`src/rtl/req_encoder8_256_pkg.sv`:
```
// Shared definitions for the 256-to-8 sequential request encoder.
//   NREQ     : number of request bits
//   IDX_W    : index width
//   SERVED_W : width of the served counter (must reach 256)
//   state_t  : FSM state encoding
package req_encoder8_256_pkg;

  localparam int NREQ     = 256;
  localparam int IDX_W    = 8;
  localparam int SERVED_W = 9;

  typedef enum logic {
    IDLE  = 1'b0,
    SERVE = 1'b1
  } state_t;

endpackage

```
`src/rtl/req_encoder8_256_prio.sv`:
```
// Combinational lowest-index-first priority encoders.
//   prio_encoder7_128 : req[127:0] -> index[6:0], any
//   prio_encoder8_256 : req[255:0] -> index[7:0], any[0:0]
// The 256-bit encoder is two 128-bit halves; the lower half has priority.
// When nothing is set, index is don't-care (the caller masks it with any).

module prio_encoder7_128 (
  input  logic [127:0] req,
  output logic [6:0]   index,
  output logic         any
);

  always_comb begin
    index = '0;
    any   = |req;
    // Scan downward so the lowest set bit is the last assignment.
    for (int i = 127; i >= 0; i--) begin
      if (req[i]) index = 7'(i);
    end
  end

endmodule

module prio_encoder8_256
  import req_encoder8_256_pkg::*;
(
  input  logic [NREQ-1:0]  req,
  output logic [IDX_W-1:0] index,
  output logic [0:0]       any
);

  logic [6:0] lo_index;
  logic [6:0] hi_index;
  logic       lo_any;
  logic       hi_any;

  prio_encoder7_128 u_lo (
    .req   (req[127:0]),
    .index (lo_index),
    .any   (lo_any)
  );

  prio_encoder7_128 u_hi (
    .req   (req[255:128]),
    .index (hi_index),
    .any   (hi_any)
  );

  // Index bit 7 is simply "lower half empty".
  assign index = lo_any ? {1'b0, lo_index} : {1'b1, hi_index};
  assign any   = lo_any | hi_any;

endmodule

```
`src/rtl/req_encoder8_256.sv`:
```
// Sequential 256-to-8 index encoder: captures a request vector and emits
// the index of every set bit, lowest first, one per valid/ready handshake.
//   clk, rst  : clock, synchronous active-high reset
//   load      : capture req_in (only while idle)
//   req_in    : request vector
//   ready     : consumer accepts data_out
//   valid     : data_out holds a pending index
//   data_out  : lowest set index of the pending vector, 0 when none
//   busy      : vector being served, load ignored
//   done      : one-cycle pulse after the vector has been fully served
//   served    : indices emitted since the last load
//
// state | meaning
// IDLE  | no vector pending, load accepted
// SERVE | pending vector non-empty, one index offered per cycle

module req_encoder8_256
  import req_encoder8_256_pkg::*;
(
  input  logic                clk,
  input  logic                rst,
  input  logic                load,
  input  logic [NREQ-1:0]     req_in,
  input  logic                ready,
  output logic                valid,
  output logic [IDX_W-1:0]    data_out,
  output logic                busy,
  output logic                done,
  output logic [SERVED_W-1:0] served
);

  state_t              state, state_n;
  logic [NREQ-1:0]     pending, pending_n;
  logic [NREQ-1:0]     pending_clr;
  logic [SERVED_W-1:0] served_n;
  logic                done_n;
  logic [IDX_W-1:0]    enc_index;
  logic [0:0]          enc_any;

  prio_encoder8_256 u_prio (
    .req   (pending),
    .index (enc_index),
    .any   (enc_any)
  );

  assign data_out    = enc_any[0] ? enc_index : '0;
  assign pending_clr = pending & ~({{(NREQ-1){1'b0}}, 1'b1} << data_out);

  // valid and busy come straight from the state flop.
  assign valid = (state == SERVE);
  assign busy  = (state == SERVE);

  always_comb begin
    state_n   = state;
    pending_n = pending;
    served_n  = served;
    done_n    = 1'b0;
    case (state)
      IDLE: begin
        if (load) begin
          pending_n = req_in;
          served_n  = '0;
          if (req_in == '0) done_n  = 1'b1;
          else              state_n = SERVE;
        end
      end
      SERVE: begin
        if (ready) begin
          pending_n = pending_clr;
          served_n  = served + SERVED_W'(1);
          if (pending_clr == '0) begin
            state_n = IDLE;
            done_n  = 1'b1;
          end
        end
      end
      default: state_n = IDLE;
    endcase
  end

  always_ff @(posedge clk) begin
    if (rst) begin
      state   <= IDLE;
      pending <= '0;
      served  <= '0;
      done    <= 1'b0;
    end else begin
      state   <= state_n;
      pending <= pending_n;
      served  <= served_n;
      done    <= done_n;
    end
  end

endmodule
```
`config.mk`:
```
export PLATFORM = sky130hd
export DESIGN_NAME = req_encoder8_256
export DESIGN_NICKNAME = d
export VERILOG_FILES = /design/src/rtl/req_encoder8_256_pkg.sv /design/src/rtl/req_encoder8_256_prio.sv /design/src/rtl/req_encoder8_256.sv
export SDC_FILE = /design/constraint.sdc
export NUM_CORES = 1
export LEC_CHECK = 0
export ABC_AREA = 1
export ABC_CLOCK_PERIOD_IN_PS = 22000
export CAP_MARGIN = 20
export CORE_ASPECT_RATIO = 0.75
export CORE_MARGIN = 5
export CORE_UTILIZATION = 30
export CTS_CLUSTER_DIAMETER = 60
export DETAILED_ROUTE_END_ITERATION = 8
export GPL_TIMING_DRIVEN = 0
export MAX_ROUTING_LAYER = met4
export PLACE_DENSITY = 0.57
export SYNTH_ARGS = -nofsm -noshare
export SYNTH_HDL_FRONTEND = slang
export SYNTH_HIERARCHICAL = 1
export SYNTH_SLANG_ARGS = --single-unit
```
`constraint.sdc`:
```
create_clock -name clk -period 22 [get_ports clk]
set_input_delay 4.4 -clock clk [delete_from_list [all_inputs] [get_ports clk]]
set_output_delay 4.4 -clock clk [all_outputs]
set_load 0.01 [all_outputs]
```
### After elaboration in Yosys (flattened, before gate mapping)

Cells that the tools add are included.

| operators by class | value |
|---|---|
| add/sub/neg operators | 1 |
| shift operators | 1 |
| reductions and logical operators | 5 |
| muxes and demuxes | 274 |
| bitwise gates (word level) | 4 |
| eq/ne operators | 2 |

Operator list:

| kind | count |
|---|---|
| 7-bit 2-to-1 mux | 256 |
| 256-bit zero test | 2 |
| 256-bit 2-to-1 mux | 2 |
| 256-bit case mux with 2 select lines | 1 |
| 256-bit bitwise AND | 1 |
| 256-bit NOT | 1 |
| 128-bit OR reduction | 2 |
| 1-bit by 8-bit << shifter with 256-bit output (first input constant) | 1 |
| 9-bit 2-to-1 mux | 2 |
| 9-bit case mux with 2 select lines | 1 |
| 8-bit 2-to-1 mux | 2 |
| 9-bit by 1-bit adder with 9-bit output (second input constant) | 1 |
| 1-bit 2-to-1 mux | 8 |
| 2-bit != test (second input constant) | 2 |
| 1-bit case mux with 2 select lines | 2 |
| 2-bit AND reduction | 1 |
| 1-bit NOT | 1 |
| 1-bit bitwise OR | 1 |

| storage, ports and cells | value |
|---|---|
| bits in registers | 267 |
| input bits | 260 |

### Logic depth before layout (Yosys ltp)

Gate-level depths: netlist of run 1.

| depth | value |
|---|---|
| word-level depth | 137 |
| gate-level depth with buffers | 147 |

### Cells and area by module

The synthesis of run 1 kept the hierarchy.

By module, submodules not included:

| module | area an instance (um^2) | instances | cells an instance | seq. area each (um^2) |
|---|---|---|---|---|
| req_encoder8_256 | 15412.3 | 1 | 2452 | 5345.1 |
| prio_encoder7_128 | 1968.1 | 2 | 478 | 0.0 |
| prio_encoder8_256 | 100.1 | 1 | 24 | 0.0 |

### Worst setup path after synthesis of run 1

No wires, ideal clock.

| path | value |
|---|---|
| path type | register to output |
| start | register pending[125] |
| end | output data_out[0] |
| arrival time | 6.109 ns |
| path buffers | 0 |
| stages on the path, launching flop included | 131 |
| setup slack | 11.491 ns |
| required time | 17.600 ns |
| path through | dfxtp_1 inv_2 nand2_1 nand2_1 nand2_1 nand2_1 nand2_1 nand2_1 nand2_1 nand2_1 nand2_1 nand2_1 nand2_1 nand2_1 nand2_1 nand2_1 nand2_1 nand2_1 [... 95 more ...] nand2_1 nand2_1 nand2_1 nand2_1 nand2_1 nand2_1 nand2_1 nand2_1 nand2_1 nand2_1 nand2_1 nand2_1 nand2_1 a21oi_2 nand2_1 nand2_1 nand2_2 inv_1 |

| between the ends | value |
|---|---|
| word-level cells in the longest chain between the ends | 128 |
| elaborated cells between the ends (all ways) | 130 |
| classes of those cells | mux (128); bitwise (1); reduce/logical (1) |

RTL lines:

| element | RTL line | RTL |
|---|---|---|
| start, declared | req_encoder8_256.sv:33 | `logic [NREQ-1:0] pending, pending_n;` |
| start signal, assigned | req_encoder8_256.sv:89 | `pending <= pending_n;` |
| 7-bit 2-to-1 mux (126 in series) | req_encoder8_256_prio.sv:18 | `if (req[i]) index = 7'(i);` |
| via u_prio.lo_index[0] | req_encoder8_256_prio.sv:32 | `logic [6:0] lo_index;` |
| 8-bit 2-to-1 mux | req_encoder8_256_prio.sv:50 | `assign index = lo_any ? {1'b0, lo_index} : {1'b1, hi_index};` |
| via enc_index[0] | req_encoder8_256.sv:37 | `logic [IDX_W-1:0] enc_index;` |
| 8-bit 2-to-1 mux | req_encoder8_256.sv:46 | `assign data_out = enc_any[0] ? enc_index : '0;` |
| end, declared | req_encoder8_256.sv:26 | `output logic [IDX_W-1:0] data_out,` |

The timed path passes the listed nets, and every way through them passes these cells.

### Final worst setup path of run 1

| path | value |
|---|---|
| start | register pending[127] |
| end | output data_out[0] |

| between the ends | value |
|---|---|
| word-level cells in the longest chain between the ends | 130 |
| elaborated cells between the ends (all ways) | 132 |
| classes of those cells | mux (130); bitwise (1); reduce/logical (1) |

RTL lines:

| element | RTL line |
|---|---|
| 7-bit 2-to-1 mux (128 in series) | req_encoder8_256_prio.sv:18 |
| via u_prio.lo_index[0] | req_encoder8_256_prio.sv:32 |
| 8-bit 2-to-1 mux | req_encoder8_256_prio.sv:50 |
| via enc_index[0] | req_encoder8_256.sv:37 |
| 8-bit 2-to-1 mux | req_encoder8_256.sv:46 |

The timed path passes the listed nets, and every way through them passes these cells.

==> impl_metrics.py, run 1 <==
metrics = {
    "global_routing": {
        "grt_usage_pct": 29.48,
        "grt_max_degree": 13,
        "grt_pass1_vias": 22873,
        "grt_pass1_wl_mm": 152.7,
        "grt_antenna_before_repair": 2,
        "gr-total-overflow": 0,
    },
    "clock_network": {
        "cts_sinks": 267,
        "htree_levels": 2,
        "post-cts-setup-buffers": 0,
        "root_buffer": "clkbuf_16",
        "clk_latency_ns": 0.56,
        "postCtsHoldBufs": 0,
        "cts_tree": "yes",
        "cts-resized-gates": 0,
        "cts_buffer_depth": 3,
        "cts_made_buffers": 36,
        "cts.clk_slew.worst_paths_ns": 0.06,
    },
    "worst_setup_path": {
        "critPathLaunchType": "flop",
        "worstSetupEndpointType": "output pin",
        "reg2reg_to": "done",
        "arrival_ns": 8.63,
        "slowest_delay_ns": 0.55,
        "crit_required_ns": 17.60,
        "critPathMostFrequentCell": "nand2_1",
        "critical_path.startpoint": "pending[127]",
        "crit_type": "flop to output pin",
        "reg2reg_slack_ns": 11.31,
        "reg2reg_depth": 144,
        "r2r_start": "pending[127]",
        "slowest_stage": "clkdlybuf4s50_1",
        "crit_end": "data_out[0]",
        "critPathMaxFanout": 7,
    },
    "sta": {
        "drv_slew": 0,
        "max_slew_margin_pct": 14.26,
        "fin_crit_ns": 13.03,
        "tns_ns": 0,
        "final.setup_skew_ns": 0.02700,
        "timing.final.crit_share_pct": 59.21,
        "max_freq_mhz": 76.77,
        "rsz0062_at_grt": "no",
        "hold_viol": 0,
        "worst_slew_pin_slew_ns": 1.276,
        "setup_viol": 0,
    },
    "synth": {
        "netlist.area_leader.share_pct": 27.48,
        "synth_cells": 3432,
        "synth_area_per_cell_um2": 5.667,
        "syn_area_um2": 19450,
        "synth_seq_area_share_pct": 27.48,
        "synth_area_leaders": "dfxtp_1 27%, nand2_1 20%, o21ai_0 14%, a21oi_1 7.1%, nor2_1 5.6%",
        "yosysWarnings": 6,
        "synth.net_count": 3693,
        "synth_cell_type_count": 37,
        "yosysTopAreaCell": "dfxtp_1",
        "ys_ff_latch": 267,
    },
    "die": {
        "die_x_um": 304.0,
        "ios": 280,
        "core_um2": 63960,
        "initial_utilization_pct": 30.41,
        "die_h_um": 230.5,
        "rows": 80,
        "dieArea_um2": 70070,
    },
    "drt": {
        "vias_per_cell": 5.451,
        "wl_per_cell_um": 23.00,
        "ant_nets": 0,
        "drc": 0,
        "drt_iter0_drc": 3323,
        "dr.pass1.iters": 8,
        "via_count": 25299,
        "detail_route.wirelength_mm": 106.8,
    },
    "placed_design": {
        "hpwl_mm": 86.01,
        "gp_congestion": 1.087,
        "place_area_um2": 23390,
        "portBuffers": 278,
    },
    "finish": {
        "nets": 4013,
        "stdcell_area_um2": 24620,
        "syn2layout_area_growth_pct": 26.59,
        "nFillCells": 7127,
        "drive_above_1_share_pct": 4.473,
        "regArea_um2": 5345,
        "multi_input_area_um2": 11900,
    },
    "worst_hold_path": {
        "worst_hold_path_type": "flop to flop",
        "hold_path_startpoint": "served[5]",
    },
    "run_status": {
        "outcome": "finished, final reports clean",
    },
    "power_and_ir_drop": {
        "powerDensity_nw_per_um2": 72.35,
        "leakage_uw": 0.009824,
        "max-vdd-ir-drop_mv": 0.03937,
    },
    "flow_run": {
        "cap_violations": 0,
    },
}
-- critical path, delay by kind of cell (launching register included) --
family | cells | cell delay [ns]
DFF | 1 | 0.40
buffers and inverters | 2 | 0.69
AOI/OAI and AO/OA | 1 | 0.13
and+or+nand+nor | 128 | 6.82
-- area by class of cell --
| cell class | instances | share of cell area (%) |
|---|---|---|
| plain buffers | 208 | 3.339 |
| diodes | 2 | 0.02033 |
| inverters | 318 | 5.631 |
| repair buffers | 282 | 11.65 |
| clock buffers | 51 | 4.177 |
| clock inverters | 13 | 0.7776 |
| flip-flops and latches | 267 | 21.71 |
| multi-input cells | 2639 | 48.32 |
| well taps | 861 | 4.376 |
-- metrics by stage --
| stage | hold slack (ns) | power (uW) | cells | util [%] | setup WS (ns) |
|---|---|---|---|---|---|
| 3_5_place_dp | 0.4936 | 1149 | 4575 | 36.58 | 9.716 |
| 6_report | 0.4992 | 1781 | 4641 | 38.49 | 8.973 |
| 3_3_place_gp | 0.4916 | 1148 | 4571 | 36.44 | 9.703 |
| 2_1_floorplan | 0.4678 | 935.9 | 3432 | - | 11.49 |
| 5_1_grt | 0.5239 | 1873 | 4641 | 38.49 | 7.792 |
| 4_1_cts | 0.5034 | 1769 | 4639 | 38.48 | 9.129 |
-- power breakdown --
group,switching (uW),total [uW],internal (uW),leakage [uW]
combinational,355,560,204,0.00701
clock,249,625,376,0.000602
sequential,60.1,596,536,0.00222
total,664,1780,1120,0.00982
-- sequential cells by signal, summed over array words and instances (netlist names) --
| name | cells |
|---|---|
| busy | 1 |
| done | 1 |
| pending | 256 |
| served | 9 |
-- layout by cell type, fill, tap and decap left out, drive strengths merged, types with 3 or more instances in the layout --
cell type / instances
a31oi: 6
nand2: 1065
nor2: 300
o31ai: 4
o21bai: 5
clkinv: 12
o211ai: 11
nor4: 79
nand4: 99
nor3: 22
clkdlybuf4s50: 278
dfxtp: 267
a211oi: 3
o21ai: 587
buf: 42
bufinv: 18
inv: 301
nand3: 173
a21oi: 276
clkbuf: 221
-- routing by layer --
| layer | share of wire, % | up-vias | track usage, % |
|---|---|---|---|
| li1 | - | 12041 | - |
| met1 | 45 | 11732 | 41.67 |
| met2 | 41 | 1341 | 42.39 |
| met3 | 10 | 185 | 6.039 |
| met4 | 3.3 | 0 | 8.802 |
| met5 | 0 | - | - |
-- cells in the mapped netlist --
master	count
nand2_1	1061
o21ai_0	543
nor2_1	291
a21oi_1	274
dfxtp_1	267
inv_1	237
nand3_1	173
clkbuf_1	170
nand4_1	99
nor4_1	79
inv_2	60
o21ai_1	44
buf_1	22
nor3_1	18
bufinv_8	14
buf_2	11
o211ai_1	11
clkinv_1	7
a31oi_1	6
nor2_2	6
o21bai_1	5
nor3_2	4
o31ai_1	4
a211oi_1	3
buf_4	3
nand2_2	3
nor2_4	3
a21oi_2	2
a311oi_1	2
buf_6	2
nor3b_1	2
a221oi_1	1
and3_1	1
ha_1	1
nand2_4	1
o21a_1	1
or2_1	1
-- cell families (layout without fill, tap and decap cells) --
kind of cell | count (synthesis) | after routing | share of synthesized area, %
AO/OA/AOI/OAI | 896 | 896 | 23.50
flip-flops | 267 | 267 | 27.48
AND/OR/NAND/NOR | 1742 | 1742 | 37.60
buffers and inverters | 526 | 872 | 11.35
adder cells (fa/ha/maj) | 1 | 1 | 0.06432
other | 0 | 2 | 0
-- how the worst min path moves through the flow --
stage	endpoint	slack [ns]	depth (start not counted)
floorplan	pending[238]	0.47	2
global placement	pending[246]	0.49	2
detailed placement	served[8]	0.49	2
CTS	served[5]	0.50	1
global route	served[6]	0.52	2
finish	served[5]	0.50	1
No activity file was read; power rests on OpenSTA's default activity.
==> run 2, diff against run 1 <==
--- a/config.mk
+++ b/config.mk
@@ -6,7 +6,7 @@
 export NUM_CORES = 1
 export LEC_CHECK = 0
 export ABC_AREA = 1
-export ABC_CLOCK_PERIOD_IN_PS = 22000
+export ABC_CLOCK_PERIOD_IN_PS = 11800
 export CAP_MARGIN = 20
 export CORE_ASPECT_RATIO = 0.75
 export CORE_MARGIN = 5
@@ -15,7 +15,7 @@
 export DETAILED_ROUTE_END_ITERATION = 8
 export GPL_TIMING_DRIVEN = 0
 export MAX_ROUTING_LAYER = met4
-export PLACE_DENSITY = 0.57
+export PLACE_DENSITY = 0.59
 export SYNTH_ARGS = -nofsm -noshare
 export SYNTH_HDL_FRONTEND = slang
 export SYNTH_HIERARCHICAL = 1
==> constraint.sdc (replaced) <==
create_clock -name clk -period 11.8 [get_ports clk]
set_input_delay 2.36 -clock clk [delete_from_list [all_inputs] [get_ports clk]]
set_output_delay 2.36 -clock clk [all_outputs]
set_load 0.01 [all_outputs]
==> run 2 against run 1 <==
Against the previous run:
- final area down 0.21%
- sequential power grew 86%
- first-iteration DRC count increased by 0.12%
- via count fell by 0.86%
- setup slack got worse by 7.8 ns
- worst hold slack improved by 0.0095 ns
- global-route usage rose by 0.11 points
- total power up 83%
- critical path depth up 13
- die area stayed put
- sequential share of layout area grew 0.057 points
- final cell count about the same
- highest routed layer unchanged
==> impl_metrics.py, run 2 (synthesis gave the netlist of run 1 again) <==
metrics = {
    "die": {
        "core_um2": 63960,
        "dieArea_um2": 70070,
        "die_x_um": 304.0,
        "rows": 80,
        "initial_utilization_pct": 30.41,
        "ios": 280,
        "die_h_um": 230.5,
    },
    "worst_setup_path": {
        "arrival_ns": 11.09,
        "reg2reg_depth": 144,
        "worst-path-buf-inv": 0,
        "reg2reg_to": "done",
        "cp.depth": 144,
        "reg2reg_slack_ns": 1.17,
        "slowest_delay_ns": 0.65,
        "crit_type": "flop to flop",
        "worstSetupEndpointType": "flop",
        "cp_top_family": "simple AND/OR/NAND/NOR gates",
        "critical_path.startpoint": "pending[127]",
        "crit_end": "done",
        "r2r_start": "pending[127]",
        "crit_required_ns": 12.26,
        "critPathMaxFanout": 8,
        "critPathLaunchType": "flop",
        "critPathMostFrequentCell": "nand2_1",
        "slowest_stage": "nor2_1",
    },
    "clock_network": {
        "htree_levels": 2,
        "clk_latency_ns": 0.55,
        "cts.clk_slew.worst_paths_ns": 0.06,
        "cts_buffer_depth": 3,
        "cts_tree": "yes",
        "cts_made_buffers": 34,
        "cts_sinks": 267,
        "post-cts-setup-buffers": 0,
        "root_buffer": "clkbuf_16",
    },
    "global_routing": {
        "grt_max_degree": 13,
        "grt_pass1_vias": 23358,
        "gr-total-overflow": 0,
        "grt_antenna_before_repair": 4,
        "grt_pass1_wl_mm": 153.8,
        "grt_usage_pct": 29.59,
    },
    "sta": {
        "worst_slew_pin_slew_ns": 1.309,
        "max_slew_margin_pct": 12.71,
        "rsz0062_at_grt": "no",
        "max_freq_mhz": 94.03,
        "timing.final.crit_share_pct": 90.13,
        "whs_ns": 0.5087,
        "fin_crit_ns": 10.63,
        "drv_slew": 0,
        "setup_viol": 0,
        "tns_ns": 0,
        "hold_viol": 0,
        "final.setup_skew_ns": 0.01738,
    },
    "power_and_ir_drop": {
        "max-vdd-ir-drop_mv": 0.08828,
        "powerDensity_nw_per_um2": 132.9,
        "leakage_uw": 0.009800,
    },
    "drt": {
        "wl_per_cell_um": 22.88,
        "vias_per_cell": 5.409,
        "wl_met1_mm": 48.17,
        "ant_nets": 0,
        "via_count": 25082,
        "dr_wl_met2_mm": 43.63,
        "drt_iter0_drc": 3327,
        "drc": 0,
        "highest_layer": "met4",
        "wl_met3_mm": 10.69,
        "dr.pass1.iters": 6,
        "detail_route.wirelength_mm": 106.1,
    },
    "finish": {
        "utilization_pct": 38.41,
        "nets": 4012,
        "syn2layout_area_growth_pct": 26.32,
        "largest_reg_flops": 256,
        "final_cells": 4637,
        "largestRegisters": "pending (256), served (9)",
        "final_cell_mix": "1060 x nand2_1, 543 x o21ai_0, 290 x nor2_1, 277 x clkdlybuf4s50_1, 274 x a21oi_1",
        "regMostFlops": "pending",
        "stdcell_area_um2": 24570,
        "drive_above_1_share_pct": 4.636,
        "layout_commonest_cell": "nand2_1",
    },
    "placed_design": {
        "hpwl_mm": 85.28,
        "gp_congestion": 1.097,
        "dp.cells": 4573,
        "portBuffers": 278,
        "place_area_um2": 23350,
    },
    "flow_run": {
        "cap_violations": 0,
    },
    "run_status": {
        "outcome": "finished, final reports clean",
    },
    "worst_hold_path": {
        "worst_hold_path_type": "flop to flop",
    },
}
run 2: changes by cell type in the layout (fill, tap and decap cells not counted), moves of 2 or more:
cell,previous run,this run
buf_6,2,4
inv_6,1,3
clkinvlp_4,0,2
clkbuf_1,178,173
clkbuf_16,37,35
dfxtp_1,267,265
inv_8,3,0
dfxtp_2,0,2
clkbuf_8,5,7
clkinv_4,1,3
run 2: timing repair:
item,in CTS,in global routing
setup endpoints to repair,0,3
gates resized for setup,0,6
hold endpoints to repair,0,0
hold buffers,0,0
run 2: cell type report:
class | instances | area (um^2)
Clock buffer | 46 | 987.2
Timing Repair Buffer | 283 | 2865
Antenna cell | 1 | 2.502
Buffer | 208 | 822.0
Clock inverter | 14 | 172.7
Multi-Input combinational cell | 2639 | 11910
Fill cell | 7078 | 39390
Sequential cell | 267 | 5348
Tap cell | 861 | 1077
Inverter | 318 | 1386
run 2: how the worst min path moves through the flow:
stage                   endpoint  depth (start not counted)          from  slack (ns)
detailed placement  pending[242]                          2  pending[242]        0.49
floorplan           pending[238]                          2  pending[238]        0.47
global route        pending[244]                          2  pending[244]        0.52
global placement       served[8]                          2     served[8]        0.49
CTS                 pending[242]                          2  pending[242]        0.50
finish              pending[244]                          2  pending[244]        0.51
run 2: per-stage QoR:
stage / setup WS (ns) / total power, uW
2_1_floorplan: 3.331 / 1745
3_3_place_gp: 1.392 / 2138
3_5_place_dp: 1.525 / 2140
4_1_cts: 1.017 / 3240
5_1_grt: 0.02319 / 3443
6_report: 1.165 / 3265
run 2: worst register-to-register path: cells and delay by family, from the launching register on:
family,cells,cell delay (ns)
and+or+nand+nor,142,9.78
DFF,1,0.41
AOI/OAI and AO/OA,2,0.38
run 2: layer usage:
layer / vias up / track usage [%]
li1: 12022 / -
met1: 11532 / 42.49
met2: 1353 / 42.48
met3: 175 / 5.086
met4: 0 / 8.831
met5: - / -
run 2: power breakdown:
part	switching (uW)	total [uW]	leakage, uW	internal [uW]
Sequential	113	1110	0.00222	1000
Combinational	664	1050	0.00702	381
Clock	449	1110	0.000567	657
